### config.mk
export PLATFORM = sky130hd
export DESIGN_NAME = avalon_ecc_interface
export DESIGN_NICKNAME = d
export VERILOG_FILES = /design/src/rtl/avalon_ecc_interface.sv
export SDC_FILE = /design/constraint.sdc
export NUM_CORES = 1
export LEC_CHECK = 0
export CAP_MARGIN = 10
export CORE_MARGIN = 2
export CORE_UTILIZATION = 50
export DETAILED_ROUTE_END_ITERATION = 10
export PLACE_DENSITY = 0.83
export SYNTH_ARGS = -nofsm -noshare
export SYNTH_HDL_FRONTEND = slang
export SYNTH_SLANG_ARGS = --single-unit
### constraint.sdc
create_clock -name CLK -period 8.5 [get_ports CLK]
set_input_delay 1.7 -clock CLK [delete_from_list [all_inputs] [get_ports CLK]]
set_output_delay 1.7 -clock CLK [all_outputs]
set_load 0.1 [all_outputs]
### src/rtl/avalon_ecc_interface.sv
// Avalon-MM register wrapper around the ECC arithmetic core: operand/result registers,
// start/done/abort handshake, run-cycle counter and hex export word. `ECC_IRQ_EN adds irq.
//
// state  | meaning
// IDLE   | waiting for software to set reg14[0]
// RUN    | core busy, operands locked, cycle counter running
// DONE   | result captured, reg15[0] set until reg14[0] is cleared
module avalon_ecc_interface #(
  parameter int DATA_W   = 32,
  parameter int OP_WORDS = 4,
  parameter int CNT_W    = 32
) (
  input  logic                         CLK,
  input  logic                         RESET,
  input  logic                         AVL_CS,
  input  logic                         AVL_READ,
  input  logic                         AVL_WRITE,
  input  logic [3:0]                   AVL_ADDR,
  input  logic [3:0]                   AVL_BYTE_EN,
  input  logic [DATA_W-1:0]            AVL_WRITEDATA,
  output logic [DATA_W-1:0]            AVL_READDATA,
  output logic [OP_WORDS*DATA_W-1:0]   core_op_a,
  output logic [OP_WORDS*DATA_W-1:0]   core_op_b,
  output logic                         core_start,
  output logic                         core_abort,
  input  logic                         core_done,
  input  logic [OP_WORDS*DATA_W-1:0]   core_result,
`ifdef ECC_IRQ_EN
  output logic                         irq,
`endif
  output logic [DATA_W-1:0]            EXPORT_DATA
);

  typedef enum logic [1:0] {S_IDLE, S_RUN, S_DONE} state_t;

  state_t             state_q, state_d;
  logic [DATA_W-1:0]  op_q [2*OP_WORDS];
  logic [DATA_W-1:0]  res_q [OP_WORDS];
  logic [CNT_W-1:0]   cnt_q;
  logic [DATA_W-1:0]  scratch_q;
  logic [DATA_W-1:0]  ctrl_q;
  logic               done_q;
  logic               wr, rd, go_eff, start_d, abort_d, capture;
  logic [DATA_W-1:0]  ctrl_wr, rd_mux;

  function automatic logic [DATA_W-1:0] merge_bytes(input logic [DATA_W-1:0] old_v,
                                                    input logic [DATA_W-1:0] new_v,
                                                    input logic [3:0]        be);
    merge_bytes = old_v;
    for (int b = 0; b < DATA_W/8; b++)
      if (be[b]) merge_bytes[8*b +: 8] = new_v[8*b +: 8];
  endfunction

  assign wr      = AVL_CS & AVL_WRITE;
  assign rd      = AVL_CS & AVL_READ;
  assign ctrl_wr = merge_bytes(ctrl_q, AVL_WRITEDATA, AVL_BYTE_EN);
  // A clear of reg14 that lands this cycle must beat a simultaneous core_done.
  assign go_eff  = (wr && AVL_ADDR == 4'd14) ? ctrl_wr[0] : ctrl_q[0];

  for (genvar w = 0; w < OP_WORDS; w++) begin : g_ops
    assign core_op_a[w*DATA_W +: DATA_W] = op_q[w];
    assign core_op_b[w*DATA_W +: DATA_W] = op_q[w+OP_WORDS];
  end

  always_comb begin
    state_d = state_q;
    start_d = 1'b0;
    abort_d = 1'b0;
    capture = 1'b0;
    case (state_q)
      S_IDLE: if (ctrl_q[0]) begin
        state_d = S_RUN;
        start_d = 1'b1;
      end
      S_RUN: if (!go_eff) begin
        state_d = S_IDLE;
        abort_d = 1'b1;
      end else if (core_done) begin
        state_d = S_DONE;
        capture = 1'b1;
      end
      S_DONE: if (!ctrl_q[0]) state_d = S_IDLE;
      default: state_d = S_IDLE;
    endcase
  end

  always_comb begin
    rd_mux = '0;
    case (AVL_ADDR)
      4'd12:   rd_mux = DATA_W'(cnt_q);
      4'd13:   rd_mux = scratch_q;
      4'd14:   rd_mux = ctrl_q;
      4'd15:   rd_mux = DATA_W'(done_q);
      default: rd_mux = AVL_ADDR[3] ? res_q[AVL_ADDR[1:0]] : op_q[AVL_ADDR[2:0]];
    endcase
  end

  always_ff @(posedge CLK) begin
    if (RESET) begin
      state_q      <= S_IDLE;
      for (int i = 0; i < 2*OP_WORDS; i++) op_q[i] <= '0;
      for (int i = 0; i < OP_WORDS; i++) res_q[i] <= '0;
      cnt_q        <= '0;
      scratch_q    <= '0;
      ctrl_q       <= '0;
      done_q       <= 1'b0;
      core_start   <= 1'b0;
      core_abort   <= 1'b0;
      AVL_READDATA <= '0;
      EXPORT_DATA  <= '0;
`ifdef ECC_IRQ_EN
      irq          <= 1'b0;
`endif
    end else begin
      state_q    <= state_d;
      core_start <= start_d;
      core_abort <= abort_d;

      if (wr) begin
        if (!AVL_ADDR[3] && state_q != S_RUN)
          op_q[AVL_ADDR[2:0]] <= merge_bytes(op_q[AVL_ADDR[2:0]], AVL_WRITEDATA, AVL_BYTE_EN);
        if (AVL_ADDR == 4'd13)
          scratch_q <= merge_bytes(scratch_q, AVL_WRITEDATA, AVL_BYTE_EN);
        if (AVL_ADDR == 4'd14)
          ctrl_q <= ctrl_wr;
      end

      if (start_d)
        cnt_q <= '0;
      else if (state_q == S_RUN && cnt_q != '1)
        cnt_q <= cnt_q + 1'b1;

      if (capture) begin
        for (int i = 0; i < OP_WORDS; i++) res_q[i] <= core_result[i*DATA_W +: DATA_W];
        done_q <= 1'b1;
      end else if (state_q == S_DONE && state_d == S_IDLE) begin
        done_q <= 1'b0;
      end

      if (rd) AVL_READDATA <= rd_mux;
      EXPORT_DATA <= done_q ? res_q[0] : op_q[0];
`ifdef ECC_IRQ_EN
      irq <= scratch_q[0] & done_q;
`endif
    end
  end

endmodule

==> results.yml <==
sta:
  worst_clock_skew_ns: 0.02617
  hold-worst-slack_ns: 0.4572
  summed_negative_setup_slack_over_all_endpoints_ns: 0
  relSlewSlack_pct: 21.45
  final-hold-violation-count: 0
  max_freq_ghz: 0.1851
  grt_setup_unrepaired: "no"
  final_slew_violations: 0
  setup_viol_count_final: 0
  worstMarginPinSlew_ns: 1.175
  min_period_ns: 5.403
  min_period_over_period_pct: 63.57
clock_tree:
  cts_root_buffer: "clkbuf_16"
  cts_repair_resize_count: 0
  post-cts-setup-buffers: 0
  cts_tree: "yes"
  clock-sinks: 549
  clk_transition_reported_paths_ns: 0.06
  clkLatencyLatePin_ns: 0.62
  h_tree_lvls: 2
  cts_hold_repair.buffers: 0
  cts-buffers-inserted: 54
  cts.path.max_buffers: 3
global_route:
  overflow: 0
  number_of_global_route_vias_before_repair: 18370
  grt_antenna_before_repair: 19
  grt.total_usage_pct: 32.67
  largest_net_degree_at_the_start_of_global_routing: 131
  grt_pass1_wl_mm: 119.9
pwr:
  power.switching_fraction_pct: 28.30
  net-switching-power_w: 0.001883
  power.combinational.fraction_pct: 15.7
  seqPwrFrac_pct: 45.1
  power.total_w: 0.006654
  power.ir.vdd_worst_mv: 0.2313
  powerDensity_mw_per_mm2: 213.3
  internal_power_w: 0.004771
  p_leak_nw: 11.19
  power.share.clock_pct: 39.2
routing:
  routed-via-count: 18650
  totalWireLength_mm: 82.29
  detail_route.wl_per_cell_um: 27.49
  first_iter_violations: 2428
  remaining_drc_errors: 0
  via_per_inst: 6.231
  drt.antenna.violating_nets: 0
  drt_pre_antenna_iters: 7
setup_path:
  critical_path_buf_inv_count: 4
  critical-path-max-stage-delay_ns: 0.77
  worstReg2RegStart: "state_q[1]"
  cp-end-kind: "flop"
  cp_data_required_time_ns: 8.72
  crit_top_cell: "buf_4"
  cp_top_family: "buffers and inverters"
  worstSetupPathType: "in2reg"
  timing.critical_path.cells: "clkdlybuf4s50_1 > buf_4 > and4b_1 > buf_4 > nand4_4 > mux2_4 > nand3_1 > nand2_4 > buf_4"
  critical-path-slowest-cell: "nand2_4"
  crit_fanout: 77
  worstSetupStartpointType: "primary input"
  launching_element_of_the_worst_setup_path: "AVL_ADDR[3]"
  critical_path_arrival_ns: 5.63
finish:
  syn2layout_area_growth_pct: 30.95
  final_cell_mix: "clkdlybuf4s50_1, edfxtp_1, nor2_1"
  fin_nets: 2500
  layout-drive-gt1-share_pct: 11.47
  layout_commonest_cell: "clkdlybuf4s50_1"
  finalNonFillerCells: 2993
place:
  placed_cells_incl_taps: 2872
  globalplace.congestion: 0.9292
  dp_hpwl_mm: 58.00
  buffer_ports.inserted: 495
floorplanning:
  dieWidth_um: 222.3
  core.rowCount: 79
  io_pins: 496
  fp.coreArea_mm2: 0.04675
  fp.dieArea_mm2: 0.04941
  height_of_the_chip_um: 222.3
  initial_core_utilization_pct: 50.96
logic_synthesis:
  main_area_contributors_after_synthesis: "edfxtp_1, dfxtp_1, mux4_2"
  flop_and_latch_count_out_of_synthesis: 549
  yosys_warnings: 0
  async_flop_share_pct: 0
  syn-num-nets: 2050
  edff_count_synth: 384
  syn_area_mm2: 0.02383
  syn-mean-instance-area_um2: 12.71
  postSynth.topFlopCell: "edfxtp_1"
  yosysSeqAreaShare_pct: 62.26
  synthesis.instances: 1875
  post-synth-top-area-fraction_pct: 48.40
  ys_types: 56
  synthDominantAreaCellType: "edfxtp_1"
run:
  max_cap_violation_count: 0
hold_path:
  holdCritStartpoint: "ctrl_q[20]"
  hold_class: "reg2reg"
outcome:
  outcome: "complete, no violations"
## per-stage QoR
step	utilization, %	instance area (um^2)	setup slack [ns]
6_report	66.73	31200	3.097
4_1_cts	66.47	31080	3.230
2_1_floorplan	-	23830	2.545
3_3_place_gp	62.32	29140	2.724
5_1_grt	66.73	31200	2.975
3_5_place_dp	62.32	29140	2.608
## cells in the mapped netlist (31+ instances only)
cell type,instances
edfxtp_1,384
nor2_1,347
dfxtp_1,165
nand2_1,148
and2_1,133
mux2i_1,99
mux4_2,96
clkbuf_1,86
nand3_1,56
a21oi_1,53
a221oi_1,32
o21ai_0,31
## cells by family after synthesis
kind of cell / Yosys count / share of synthesized area, %
AOI/OAI and AO/OA: 186 / 5.330
xor gates and xnor gates: 4 / 0.1471
adders and majority gates: 1 / 0.05251
and+or+nand+nor: 781 / 15.28
muxes: 215 / 14.19
buffers and inverters: 139 / 2.736
DFF: 549 / 62.26
## power groups by stage
stage	Clock (W)	Sequential (W)	Combinational, W
after floorplan	0	0.00349	0.000237
after global placement	0	0.00305	0.00102
after detailed placement	0	0.00305	0.00103
after CTS	0.00262	0.00300	0.00103
after global routing	0.00272	0.00301	0.00107
final	0.00261	0.00300	0.00104
## routing by layer
metal | global-route usage [%] | routed length, um
met1 | 42.61 | 30150
met2 | 52.90 | 39730
met3 | 8.040 | 9414
met4 | 12.77 | 2934
met5 | 0 | 52
## registers in the layout, summed over array words and instances (netlist names), 2 cells and up
signal,flops
res_q,128
EXPORT_DATA,32
op_q,256
AVL_READDATA,32
cnt_q,32
ctrl_q,32
scratch_q,32
state_q,2
## tightest hold or removal path: cells and delay by family, from the launching register on
family	cells	cell delay [ns]
AO/OA/AOI/OAI	1	0.05
flip-flops	1	0.31
AND/OR/NAND/NOR	1	0.05
## cell type report
cell class	count	area, um^2
diodes	15	37.54
clock buffers	73	1620
well taps	607	759.5
multi-input cells	1187	8366
flip-flops and latches	549	14840
inverters	7	26.28
clock inverters	29	319.1
repair buffers	526	5236
fillers	3319	15550
## final timing paths
check                 end  depth (start not counted)  slack (ns)
max reg2reg    op_q[0][7]                          6        5.07
min            ctrl_q[20]                          2        0.46
max          res_q[0][24]                          9        3.10
min reg2reg    ctrl_q[20]                          2        0.46
(Power assumes the default switching activity.)
